[config.mk]
export PLATFORM = sky130hd
export DESIGN_NAME = mc_control
export DESIGN_NICKNAME = d
export VERILOG_FILES = /design/src/rtl/mc_control.sv
export SDC_FILE = /design/constraint.sdc
export NUM_CORES = 1
export LEC_CHECK = 0
export ABC_AREA = 1
export CAP_MARGIN = 10
export CORE_MARGIN = 2
export CORE_UTILIZATION = 50
export DETAILED_ROUTE_END_ITERATION = 7
export DONT_BUFFER_PORTS = 1
export SLEW_MARGIN = 10
export SYNTH_ARGS = -nofsm -noshare
export SYNTH_HDL_FRONTEND = slang
export SYNTH_SLANG_ARGS = --single-unit
[constraint.sdc]
create_clock -name clk -period 4 [get_ports clk]
set_input_delay 0.8 -clock clk [delete_from_list [all_inputs] [get_ports clk]]
set_output_delay 0.8 -clock clk [all_outputs]
set_load 0.005 [all_outputs]
[src/rtl/mc_control.sv]
// Multi-cycle MIPS-subset control unit: fetch/decode/execute FSM with memory
// wait timeout, sticky trap state and a retired-instruction counter.
module mc_control #(
  parameter int CNT_W       = 32,
  parameter int MEM_TIMEOUT = 16
) (
  input  logic             clk,
  input  logic             reset,
  input  logic [5:0]       Op,
  input  logic [5:0]       Fun,
  input  logic             equal,
  input  logic             sign,
  input  logic             mem_ready,
  output logic             PCWr,
  output logic             IRWr,
  output logic             RegWr,
  output logic             RegDst,
  output logic             ExtOp,
  output logic             ALUSrc,
  output logic             MemRd,
  output logic             MemWr,
  output logic             MemtoReg,
  output logic             nPC_sel,
  output logic [2:0]       ALUctr,
  output logic [3:0]       state,
  output logic             illegal,
  output logic             halted,
  output logic [CNT_W-1:0] retired
);

  typedef enum logic [3:0] {
    S_FETCH    = 4'd0,
    S_DECODE   = 4'd1,
    S_EXEC_R   = 4'd2,
    S_EXEC_I   = 4'd3,
    S_MEM_ADDR = 4'd4,
    S_MEM_RD   = 4'd5,
    S_MEM_WR   = 4'd6,
    S_WB       = 4'd7,
    S_BRANCH   = 4'd8,
    S_TRAP     = 4'd9
  } state_e;

  localparam logic [5:0] OP_RTYPE = 6'h00;
  localparam logic [5:0] OP_ADDI  = 6'h08;
  localparam logic [5:0] OP_LW    = 6'h23;
  localparam logic [5:0] OP_SW    = 6'h2B;
  localparam logic [5:0] OP_BEQ   = 6'h04;
  localparam logic [5:0] OP_BNE   = 6'h05;
  localparam logic [5:0] OP_BGTZ  = 6'h07;

  localparam logic [2:0] ALU_AND  = 3'd0;
  localparam logic [2:0] ALU_OR   = 3'd1;
  localparam logic [2:0] ALU_ADD  = 3'd2;
  localparam logic [2:0] ALU_SLT  = 3'd3;
  localparam logic [2:0] ALU_ADDU = 3'd4;
  localparam logic [2:0] ALU_SLL  = 3'd5;
  localparam logic [2:0] ALU_SUB  = 3'd6;
  localparam logic [2:0] ALU_SLTU = 3'd7;

  // Wide enough to hold MEM_TIMEOUT; a zero timeout still gets a 1-bit counter.
  localparam int WAIT_W = $clog2(MEM_TIMEOUT + 2);

  state_e             state_q, state_d;
  logic [WAIT_W-1:0]  wait_q, wait_d, wait_inc;
  logic [CNT_W-1:0]   retired_q, retired_d;
  logic               retire, waiting, timeout, taken;
  logic               fun_ok;
  logic [2:0]         fun_alu;

  always_comb begin
    fun_ok  = 1'b1;
    fun_alu = ALU_ADD;
    case (Fun)
      6'h20:   fun_alu = ALU_ADD;
      6'h21:   fun_alu = ALU_ADDU;
      6'h22:   fun_alu = ALU_SUB;
      6'h23:   fun_alu = ALU_SUB;
      6'h24:   fun_alu = ALU_AND;
      6'h25:   fun_alu = ALU_OR;
      6'h00:   fun_alu = ALU_SLL;
      6'h2A:   fun_alu = ALU_SLT;
      6'h2B:   fun_alu = ALU_SLTU;
      default: fun_ok  = 1'b0;
    endcase
  end

  // NOTE: every output and next-state signal gets a default before the case,
  // so no path through this block can leave a value unassigned (no latches).
  always_comb begin
    PCWr     = 1'b0;
    IRWr     = 1'b0;
    RegWr    = 1'b0;
    RegDst   = 1'b0;
    ExtOp    = 1'b0;
    ALUSrc   = 1'b0;
    MemRd    = 1'b0;
    MemWr    = 1'b0;
    MemtoReg = 1'b0;
    nPC_sel  = 1'b0;
    ALUctr   = ALU_AND;
    illegal  = 1'b0;
    retire   = 1'b0;
    state_d  = state_q;

    waiting  = (state_q == S_FETCH) || (state_q == S_MEM_RD) || (state_q == S_MEM_WR);
    wait_inc = wait_q + WAIT_W'(1);
    // The timeout fires in the MEM_TIMEOUT-th consecutive cycle without mem_ready.
    timeout  = (MEM_TIMEOUT != 0) && waiting && !mem_ready &&
               (wait_inc == WAIT_W'(MEM_TIMEOUT));
    taken    = ((Op == OP_BEQ) && equal) || ((Op == OP_BNE) && !equal) ||
               ((Op == OP_BGTZ) && !equal && !sign);

    case (state_q)
      S_FETCH: begin
        MemRd = 1'b1;
        if (mem_ready) begin
          IRWr    = 1'b1;
          PCWr    = 1'b1;
          state_d = S_DECODE;
        end else if (timeout) begin
          state_d = S_TRAP;
        end
      end
      S_DECODE: begin
        case (Op)
          OP_RTYPE: if (fun_ok) state_d = S_EXEC_R;
                    else begin illegal = 1'b1; state_d = S_FETCH; end
          OP_ADDI:                 state_d = S_EXEC_I;
          OP_LW, OP_SW:            state_d = S_MEM_ADDR;
          OP_BEQ, OP_BNE, OP_BGTZ: state_d = S_BRANCH;
          default: begin
            illegal = 1'b1;
            state_d = S_FETCH;
          end
        endcase
      end
      S_EXEC_R: begin
        ALUctr  = fun_alu;
        RegDst  = 1'b1;
        RegWr   = 1'b1;
        retire  = 1'b1;
        state_d = S_FETCH;
      end
      S_EXEC_I: begin
        ALUSrc  = 1'b1;
        ExtOp   = 1'b1;
        ALUctr  = ALU_ADD;
        RegWr   = 1'b1;
        retire  = 1'b1;
        state_d = S_FETCH;
      end
      S_MEM_ADDR: begin
        ALUSrc  = 1'b1;
        ExtOp   = 1'b1;
        ALUctr  = ALU_ADD;
        state_d = (Op == OP_SW) ? S_MEM_WR : S_MEM_RD;
      end
      S_MEM_RD: begin
        MemRd  = 1'b1;
        ALUSrc = 1'b1;
        ExtOp  = 1'b1;
        ALUctr = ALU_ADD;
        if (mem_ready)    state_d = S_WB;
        else if (timeout) state_d = S_TRAP;
      end
      S_WB: begin
        MemtoReg = 1'b1;
        RegWr    = 1'b1;
        retire   = 1'b1;
        state_d  = S_FETCH;
      end
      S_MEM_WR: begin
        if (mem_ready) begin
          MemWr   = 1'b1;
          retire  = 1'b1;
          state_d = S_FETCH;
        end else if (timeout) begin
          state_d = S_TRAP;
        end else begin
          MemWr = 1'b1;
        end
      end
      S_BRANCH: begin
        ALUctr  = ALU_SUB;
        PCWr    = taken;
        nPC_sel = taken;
        retire  = 1'b1;
        state_d = S_FETCH;
      end
      S_TRAP:  state_d = S_TRAP;
      default: state_d = S_FETCH;
    endcase

    // Reset silences every control output in the same cycle, not just at the edge.
    if (reset) begin
      PCWr     = 1'b0;
      IRWr     = 1'b0;
      RegWr    = 1'b0;
      RegDst   = 1'b0;
      ExtOp    = 1'b0;
      ALUSrc   = 1'b0;
      MemRd    = 1'b0;
      MemWr    = 1'b0;
      MemtoReg = 1'b0;
      nPC_sel  = 1'b0;
      ALUctr   = ALU_AND;
      illegal  = 1'b0;
    end

    if (state_d != state_q)          wait_d = '0;
    else if (waiting && !mem_ready)  wait_d = wait_inc;
    else                             wait_d = wait_q;

    retired_d = retire ? retired_q + CNT_W'(1) : retired_q;
  end

  // NOTE: state registers use non-blocking assignments; reset is synchronous,
  // so it is tested inside the clocked block rather than in the sensitivity list.
  always_ff @(posedge clk) begin
    if (reset) begin
      state_q   <= S_FETCH;
      wait_q    <= '0;
      retired_q <= '0;
    end else begin
      state_q   <= state_d;
      wait_q    <= wait_d;
      retired_q <= retired_d;
    end
  end

  assign state   = state_q;
  assign halted  = (state_q == S_TRAP);
  assign retired = retired_q;

endmodule

======== Yosys cells after proc, flatten, opt, wreduce, memory -nomap -nowiden ========
Index checks and enable logic that the tools add are counted.
operators by class
  add/sub/neg operators ................... 2
  eq/ne operators ......................... 25
  mux-type cells .......................... 38
  reductions and logical operators ........ 26
operators with widths
  operator                                       number
  == test 6 bit, second input constant           10
  adder 32 x 1 -> 32 bit, second input constant  1
  two-way mux 1 bit                              24
  one-hot mux 4 bit (6 select lines)             1
  one-hot mux 3 bit (7 select lines)             1
  == test 6 x 3 -> 1 bit, second input constant  3
  == test 4 x 3 -> 1 bit, second input constant  4
  two-way mux 4 bit                              4
  one-hot mux 4 bit (4 select lines)             1
  zero test 6 bit                                2
  one-hot mux 3 bit (3 select lines)             1
  OR reduction 3 bit                             3
  OR reduction 9 bit                             1
  == test 4 x 2 -> 1 bit, second input constant  2
  == test 4 bit, second input constant           2
  OR reduction 2 bit                             4
  == test 6 x 4 -> 1 bit, second input constant  1
  logical AND 1 bit                              6
  one-hot mux 1 bit (2 select lines)             3
  OR reduction 6 bit                             1
  adder 5 x 1 -> 5 bit, second input constant    1
  == test 5 bit, second input constant           1
  == test 4 x 1 -> 1 bit, second input constant  1
  zero test 4 bit                                1
  6 further kinds                                12
storage, ports and cells
  register bits after elaboration ......... 41
  bits of input ports ..................... 17
  logic and storage cells ................. 94

======== Longest topological paths before layout ========
Gate-level depths: netlist (run 1).
  depth in word-level cells ............... 10
  gate-level depth with buffers ........... 14

======== Least setup slack after synthesis (run 1) ========
No wires, ideal clock.
  path kind ............................... input -> output
  start ................................... input Op[1]
  end ..................................... output PCWr
  data arrival time ....................... 1,759 ps
  required time ........................... 3,200 ps
  setup slack ............................. 1,441 ps
  cell stages on the path ................. 4
  path through ............................ nor2_1 nand2_1 a2111oi_0 or2_2
on the way
  cells in the longest elaborated chain, start to end .. 6
  elaborated cells on any way between the ends .. 11
  those cells by class .................... eq/ne: 3; mux: 2; reduce/logical: 6
RTL lines
  element                                                       RTL line  source
  start: declaration                                            9         input logic [5:0] Op,
  == test 6 x 3 -> 1 bit, on equally long branches              111, 112
  logical AND 1 bit, on equally long branches                   111, 112
  logical OR 1 bit / logical AND 1 bit (equally long branches)  111, 112
  logical OR 1 bit *                                            111       taken = ((Op == OP_BEQ) && equal) || ((Op == OP_BNE) && !equal) ||
  one-hot mux 1 bit (2 select lines) *                          114       case (state_q)
  two-way mux 1 bit *                                           196       if (reset) begin
  end: declaration                                              14        output logic PCWr,
Every way passes the cells marked *; elsewhere a longest branch is shown, timed or not.

======== Worst setup path after layout (run 1) ========
  start ................................... register state_q[0] (netlist: state[0])
  end ..................................... output PCWr
on the way
  cells in the longest elaborated chain, start to end .. 3
  elaborated cells on any way between the ends .. 4
  those cells by class .................... eq/ne: 1; mux: 2; reduce/logical: 1
RTL lines
  element                                                  RTL line  source
  start: declaration                                       64        state_e state_q, state_d;
  start signal: assignment                                 226       state_q <= state_d;
  == test 4 bit / zero test 4 bit (equally long branches)  114
  one-hot mux 1 bit (2 select lines) *                     114
  two-way mux 1 bit *                                      196
Marks and branches as above.

==> impl_metrics.ini, run 1 <==
[layout]
finalNonFillerCells = 484
final_layout_size_suffix_gt1_frac = 0.0749
num_antenna_cells = 0
n_fill_cell = 527
fin_nets = 433
area_growth_pct = 7.06

[timing]
period_minus_slack_ps = 3020
setup_viol = 0
slew_viol_final = 0
fin_skew_ps = 8.64
whs_ps = 504
rsz0062_at_grt = false
tns_ps = 0
finalCritPeriodShare = 0.756
max_freq_ghz = 0.331
worstMarginPinSlew_ps = 939
max-slew-margin-rel = 0.357
hold_viol_final = 0

[routing]
vias_per_cell = 5.24
firstDrtPassIters = 5
vias = 2538
drt-wirelength-per-cell_um = 12.8
wl_um = 6200
ant_nets = 0
drt_iter0_drc = 124
drc_errors = 0

[yosys]
syn_area_um2 = 2620
seq_area_frac_synth = 0.313
synth_area_per_cell_um2 = 6.38
synth.area.top_cells = dfxtp_1 31%, nand2_1 12%, nor2_1 7.9%
ys_warn_count = 0
synthCells = 411
synth_nets = 431
synth_area_leader_cell = dfxtp_1
synth_top_area_frac = 0.313
yosys_register_bits = 41
synth_cell_type_count = 37

[power]
power_density_nw_per_um2 = 328
leakage_nw = 1.04
max-vdd-ir-drop_uv = 151

[grt]
grt_pass1_wl_um = 10700
grt_pass1_vias = 2388
grt_overflow = 0
grt_usage = 0.220
antenna_found_initial = 0
grt_max_degree = 32

[placed_design]
io_buffer_count = 0
dp_hpwl_um = 4830
gp_congestion = 0.856
dp_cells = 476

[cts]
clk_latency_ps = 290
clkSlewWorstSetupHoldPaths_ps = 80
hold_buffers = 0
h-tree-depth = 2
tritoncts = built
numCtsBuffers = 5
cts_setup_buffers = 0
clockBufferDepth = 2
postCtsResizedCells = 0
cts-root-buf = clkbuf_8
cts.sinks = 41

[worst_setup_path]
criticalPathCategory = reg2out
required_ps = 3200
startpoint_type = flop
cp_data_arrival_time_ps = 2220
crit_path_end_kind = primary output
crit_fanout = 8

[floorplanning]
rows = 26
dieArea_um2 = 5840
start_util = 0.517
io_pins = 68
die_w_um = 76.4
chipHeight_um = 76.4
core_region_area_um2 = 5070

[hold_path]
hold_path_class = reg2reg

[flow_run]
cap_viol_max_count = 0

[status]
status = completed
logic make-up after synthesis:
group                    share of synthesized area
AND/OR/NAND/NOR                              0.414
buffers and inverters                       0.0930
AO/OA/AOI/OAI                                0.122
flip-flops                                   0.313
XOR/XNOR                                    0.0401
adder cells (fa/ha/maj)                     0.0143
multiplexers                               0.00382
cells in the mapped netlist (all sizes together):
cell / count
or2: 2
o211ai: 2
clkbuf: 4
nor3: 28
nor2: 61
nand2: 88
buf: 2
a31oi: 1
a22oi: 1
nor4: 3
ha: 3
mux2i: 1
a21oi: 29
a211oi: 1
and3: 1
o21a: 2
nor3b: 3
dfxtp: 41
a2111oi: 1
inv: 58
o311ai: 1
o21ai: 21
nand4: 15
xor2: 5
nand3b: 3
xnor2: 7
nand3: 27
cells in the final DEF (no fill, tap or decap), types with 2 or more instances in the layout:
master	count
inv_1	54
xnor2_1	7
nor4_1	3
clkbuf_8	6
nor2_1	55
nand3_1	23
nand3b_1	3
a21oi_1	29
nand2_1	83
o21ai_1	2
nand2_2	4
o211ai_1	2
or2_2	2
o21a_1	2
nor3b_2	2
xor2_1	5
o21ai_0	19
nor3_1	28
nand4_1	15
ha_1	3
nand3_2	3
inv_2	4
nor2_2	5
dfxtp_1	41
power by group:
part / total, mW / internal, mW / leakage [nW] / switching, mW
registers: 0.435 / 0.419 / 0.331 / 0.0166
clock network: 0.347 / 0.204 / 0.0585 / 0.143
logic: 0.139 / 0.0447 / 0.655 / 0.0947
total: 0.922 / 0.667 / 1.04 / 0.255
layout make-up:
type / count / area (um^2) / share of cell area
Clock buffer: 7 / 86.3 / 0.0307
Clock inverter: 1 / 30.0 / 0.0107
Inverter: 58 / 218 / 0.0775
Multi-Input combinational cell: 306 / 1560 / 0.555
Sequential cell: 41 / 821 / 0.292
Tap cell: 70 / 87.6 / 0.0312
Timing Repair Buffer: 1 / 7.51 / 0.00267
routing by layer:
metal | GRT usage | up-vias | routed length, um
met5 | 0 | - | 0
met4 | 0.0655 | 0 | 100
met3 | 0.0675 | 8 | 357
met2 | 0.397 | 58 | 2980
met1 | 0.247 | 1106 | 2760
li1 | - | 1366 | -
critical path: stages (launching register included):
cell       delay [ps]
dfxtp_1           390
nor2_1            310
nand4_1           220
a2111oi_0         770
or2_2             250
worst paths after layout:
path | start | end | slack (ps) | cells past startpoint
worst max-delay path | state[0]$_SDFF_PP0_ | PCWr | 980 | 4
worst min-delay path | retired[29]$_SDFFE_PP0P_ | retired[29]$_SDFFE_PP0P_ | 500 | 2
worst max register to register | state[0]$_SDFF_PP0_ | retired[29]$_SDFFE_PP0P_ | 1950 | 10
worst min register to register | retired[29]$_SDFFE_PP0P_ | retired[29]$_SDFFE_PP0P_ | 500 | 2
state kept, by name, indices dropped and copies added, names as in the netlist:
| register | cells |
|---|---|
| state | 4 |
| retired | 32 |
| wait_q | 5 |
per-stage QoR:
step | total power [mW] | cell area [um^2] | setup slack (ps) | utilization
floorplan | 0.560 | 2620 | 1440 | -
CTS | 0.934 | 2810 | 899 | 0.553
finish | 0.922 | 2810 | 978 | 0.553
global route | 0.969 | 2810 | 803 | 0.553
global placement | 0.585 | 2690 | 1060 | 0.530
detailed placement | 0.585 | 2690 | 1030 | 0.530
(Power assumes the default switching activity.)
==> run 2, diff against run 1 <==
Clock period 4 ns to 2.8 ns, I/O delays scaled along.
==> run 2 against run 1 <==
Combinational power is 45% higher. Clock skew is 2.4 ps lower. Critical path depth stayed put. Register-to-register slack worse by 1300 ps. Clock power is 43% higher. Via count is 2.0% higher. Flip-flop and latch count stayed put. Wire length is 4.2% higher. Worst setup slack worse by 720 ps. Sequential share of layout area is 0.091 points lower.
==> impl_metrics.ini, run 2 (synthesis results as in run 1) <==
[status]
status = completed

[worst_setup_path]
crit_path_end_kind = primary output
rr_startpoint = state[1]$_SDFF_PP0_
r2r_slack_ps = 700
startpoint = state[0]$_SDFF_PP0_
crit_buf_inv = 0
startpoint_type = flop
cp.depth = 4
slowest_delay_ps = 530
crit_family = simple AND/OR/NAND/NOR gates
required_ps = 2240
crit_chain = nor2_1, nand4_1, a2111oi_1, or2_2
crit_fanout = 8
rr_endpoint = retired[29]$_SDFFE_PP0P_
crit_slowest_cell = a2111oi_1
criticalPathCategory = reg2out
cp_data_arrival_time_ps = 1980
r2r_cells = 11

[layout]
final_layout_size_suffix_gt1_frac = 0.0771
register_area_um2 = 821
layout_common_cells = 83 x nand2_1, 55 x nor2_1, 54 x inv_1
largest_register_ff_count = 32
num_antenna_cells = 0
fin_nets = 434
finalNonFillerCells = 485
multi_input_area_um2 = 1560
layout_commonest_cell = nand2_1
n_fill_cell = 516
area_growth_pct = 7.40

[power]
power_density_nw_per_um2 = 469
max-vdd-ir-drop_uv = 278
leakage_nw = 1.05

[grt]
antenna_found_initial = 0
grt_max_degree = 32
grt_pass1_vias = 2347
grt_usage = 0.221
grt_overflow = 0
grt_pass1_wl_um = 10600

[floorplanning]
start_util = 0.517
io_pins = 68
dieArea_um2 = 5840
core_region_area_um2 = 5070
die_w_um = 76.4
rows = 26
chipHeight_um = 76.4

[placed_design]
dp_cells = 477
place_ws_ps = 465
gp_congestion = 0.857
dp_hpwl_um = 4940
io_buffer_count = 0

[routing]
drt_iter0_drc = 114
firstDrtPassIters = 4
ant_nets = 0
drt-wirelength-per-cell_um = 13.3
wl_um = 6460
vias = 2588
drc_errors = 0
vias_per_cell = 5.34

[timing]
setup_slack_ps = 259
max-slew-margin-rel = 0.603
period_minus_slack_ps = 2540
max_freq_ghz = 0.393
tns_ps = 0
rsz0062_at_grt = false
worstMarginPinSlew_ps = 594
fin_skew_ps = 6.29
finalCritPeriodShare = 0.908
hold_viol_final = 0
setup_viol = 0
slew_viol_final = 0

[hold_path]
hp-start = reset
hold_path_class = in2reg
holdPathStages = 1
min_to = retired[16]$_SDFFE_PP0P_

[cts]
numCtsBuffers = 5
hold_buffers = 0
tritoncts = built
clkSlewWorstSetupHoldPaths_ps = 80
h-tree-depth = 2
clk_latency_ps = 290
cts.sinks = 41
cts-root-buf = clkbuf_8
cts_setup_buffers = 0
clockBufferDepth = 2
postCtsResizedCells = 0

[flow_run]
cap_viol_max_count = 0
## run 2: changes by cell type in the layout (fill, tap and decap cells not counted)
cell	change
buf_4	+1
a2111oi_1	+1
a2111oi_0	-1
## run 2: how the worst max path moves through the flow
stage                      end  slack [ps]
after floorplan           PCWr         720
after global placement    PCWr         600
after detailed placement  PCWr         460
after CTS                 PCWr         110
after global routing      PCWr         100
final                     PCWr         260
## run 2: area by class of cell
cell class / count / share of cell area
clock buffers: 7 / 0.0307
clock inverters: 1 / 0.0107
inverters: 58 / 0.0773
multi-input cells: 306 / 0.554
flip-flops and latches: 41 / 0.291
well taps: 70 / 0.0311
repair buffers: 2 / 0.00533
## run 2: per-stage QoR
step | power [mW] | cell area [um^2] | hold WS (ps) | utilization
after floorplan | 0.800 | 2620 | 462 | -
after global placement | 0.836 | 2700 | 496 | 0.532
after detailed placement | 0.837 | 2700 | 500 | 0.532
after CTS | 1.34 | 2820 | 317 | 0.555
after global routing | 1.38 | 2820 | 316 | 0.555
final | 1.32 | 2820 | 330 | 0.555
## run 2: routing by layer
layer | routed length [um] | track usage
met4 | 62 | 0.0545
met1 | 2900 | 0.264
met5 | 0 | 0
met3 | 361 | 0.0592
met2 | 3130 | 0.392
## run 2: where the power goes
group	internal [mW]	leakage, nW	switching, mW
registers	0.598	0.331	0.0242
clock network	0.291	0.0585	0.205
logic	0.0639	0.661	0.137
==> run 3, diff against run 2 <==
Clock period 2.8 ns to 3.05 ns, I/O delays scaled along.
==> run 3 against run 2 <==
Via count is 0.46% lower. Non-clock buffer count stayed put. First-iteration DRC count increased by 7.9%. Largest cell class unchanged. Critical path depth is the same. Cell count unchanged.
==> impl_metrics.ini, run 3 (synthesis results as in run 1) <==
[status]
status = completed

[cts]
clk_latency_ps = 290
cts.sinks = 41
numCtsBuffers = 5
cts-root-buf = clkbuf_8
hold_buffers = 0
postCtsResizedCells = 0
h-tree-depth = 2
clkSlewWorstSetupHoldPaths_ps = 90
tritoncts = built
cts_setup_buffers = 0
clockBufferDepth = 2

[worst_setup_path]
required_ps = 2440
startpoint = state[0]$_SDFF_PP0_
crit_family = simple AND/OR/NAND/NOR gates
crit_buf_inv = 0
crit_slowest_cell = a2111oi_0
startpoint_type = flop
slowest_delay_ps = 510
criticalPathCategory = reg2out
crit_chain = nor2_1, nand4_1, a2111oi_0, or2_2
crit_fanout = 8
r2r_cells = 11
rr_endpoint = retired[29]$_SDFFE_PP0P_
r2r_slack_ps = 970
crit_path_end_kind = primary output
cp.depth = 4
critical_path.endpoint = PCWr
rr_startpoint = state[1]$_SDFF_PP0_
cp_data_arrival_time_ps = 1980

[grt]
grt_pass1_wl_um = 10700
grt_overflow = 0
grt_usage = 0.225
antenna_found_initial = 0
grt_max_degree = 32
grt_pass1_vias = 2387

[layout]
final_layout_size_suffix_gt1_frac = 0.0771
fin_nets = 434
layout_common_cells = 83 x nand2_1, 55 x nor2_1, 54 x inv_1
layout_commonest_cell = nand2_1
num_antenna_cells = 0
final_util = 0.555
largest_register_ff_count = 32
area_growth_pct = 7.35
n_fill_cell = 542

[power]
leakage_nw = 1.05
power_density_nw_per_um2 = 432
max-vdd-ir-drop_uv = 232

[routing]
firstDrtPassIters = 4
wl_um = 6420
vias_per_cell = 5.31
vias = 2576
ant_nets = 0
drt-wirelength-per-cell_um = 13.2
drc_errors = 0
drt_iter0_drc = 123

[timing]
hold_viol_final = 0
setup_viol = 0
finalCritPeriodShare = 0.850
max-slew-margin-rel = 0.600
rsz0062_at_grt = false
worstMarginPinSlew_ps = 585
fin_skew_ps = 8.49
tns_ps = 0
slew_viol_final = 0
max_freq_ghz = 0.386
period_minus_slack_ps = 2590

[floorplanning]
die_w_um = 76.4
core_region_area_um2 = 5070
chipHeight_um = 76.4
rows = 26
start_util = 0.517
io_pins = 68
dieArea_um2 = 5840

[placed_design]
io_buffer_count = 0
dp_hpwl_um = 4930
gp_congestion = 0.864

[hold_path]
hold_path_class = in2reg

[flow_run]
cap_viol_max_count = 0
## run 3: cell count changes in the layout (fill, tap and decap cells not counted)
cell       delta
a2111oi_0     +1
a2111oi_1     -1
## run 3: final cells by class
class / count / area [um^2] / area share
Sequential cell: 41 / 821 / 0.292
Clock inverter: 1 / 30.0 / 0.0107
Inverter: 58 / 218 / 0.0773
Tap cell: 70 / 87.6 / 0.0311
Clock buffer: 7 / 86.3 / 0.0307
Multi-Input combinational cell: 306 / 1560 / 0.553
Timing Repair Buffer: 2 / 15.0 / 0.00533
## run 3: worst min-delay path by stage
stage,cells after the start,to,startpoint,slack (ps)
after detailed placement,2,retired[29]$_SDFFE_PP0P_,retired[29]$_SDFFE_PP0P_,500
after global placement,2,retired[29]$_SDFFE_PP0P_,retired[29]$_SDFFE_PP0P_,490
after CTS,1,state[3]$_SDFF_PP0_,reset,370
after floorplan,2,retired[29]$_SDFFE_PP0P_,retired[29]$_SDFFE_PP0P_,460
after global routing,1,retired[16]$_SDFFE_PP0P_,reset,360
final,1,retired[16]$_SDFFE_PP0P_,reset,380
## run 3: where the power goes
group          switching [mW]  leakage, nW  internal [mW]
Sequential             0.0221        0.331          0.549
Combinational           0.125        0.661         0.0586
Clock                   0.193       0.0585          0.267
## run 3: stage by stage
| step | worst slack [ps] | hold slack, ps | instances | power, mW | cell area (um^2) |
|---|---|---|---|---|---|
| global route | 344 | 356 | 485 | 1.27 | 2820 |
| detailed placement | 820 | 496 | 477 | 0.768 | 2700 |
| floorplan | 871 | 462 | 411 | 0.735 | 2620 |
| CTS | 457 | 369 | 485 | 1.23 | 2820 |
| finish | 457 | 381 | 485 | 1.22 | 2820 |
| global placement | 862 | 489 | 477 | 0.768 | 2700 |
## run 3: layer usage
metal	vias up	GRT usage	part of all wire
li1	1355	-	-
met4	0	0.0764	0.018
met2	76	0.395	0.46
met3	10	0.0687	0.061
met1	1135	0.259	0.46
met5	-	0	0
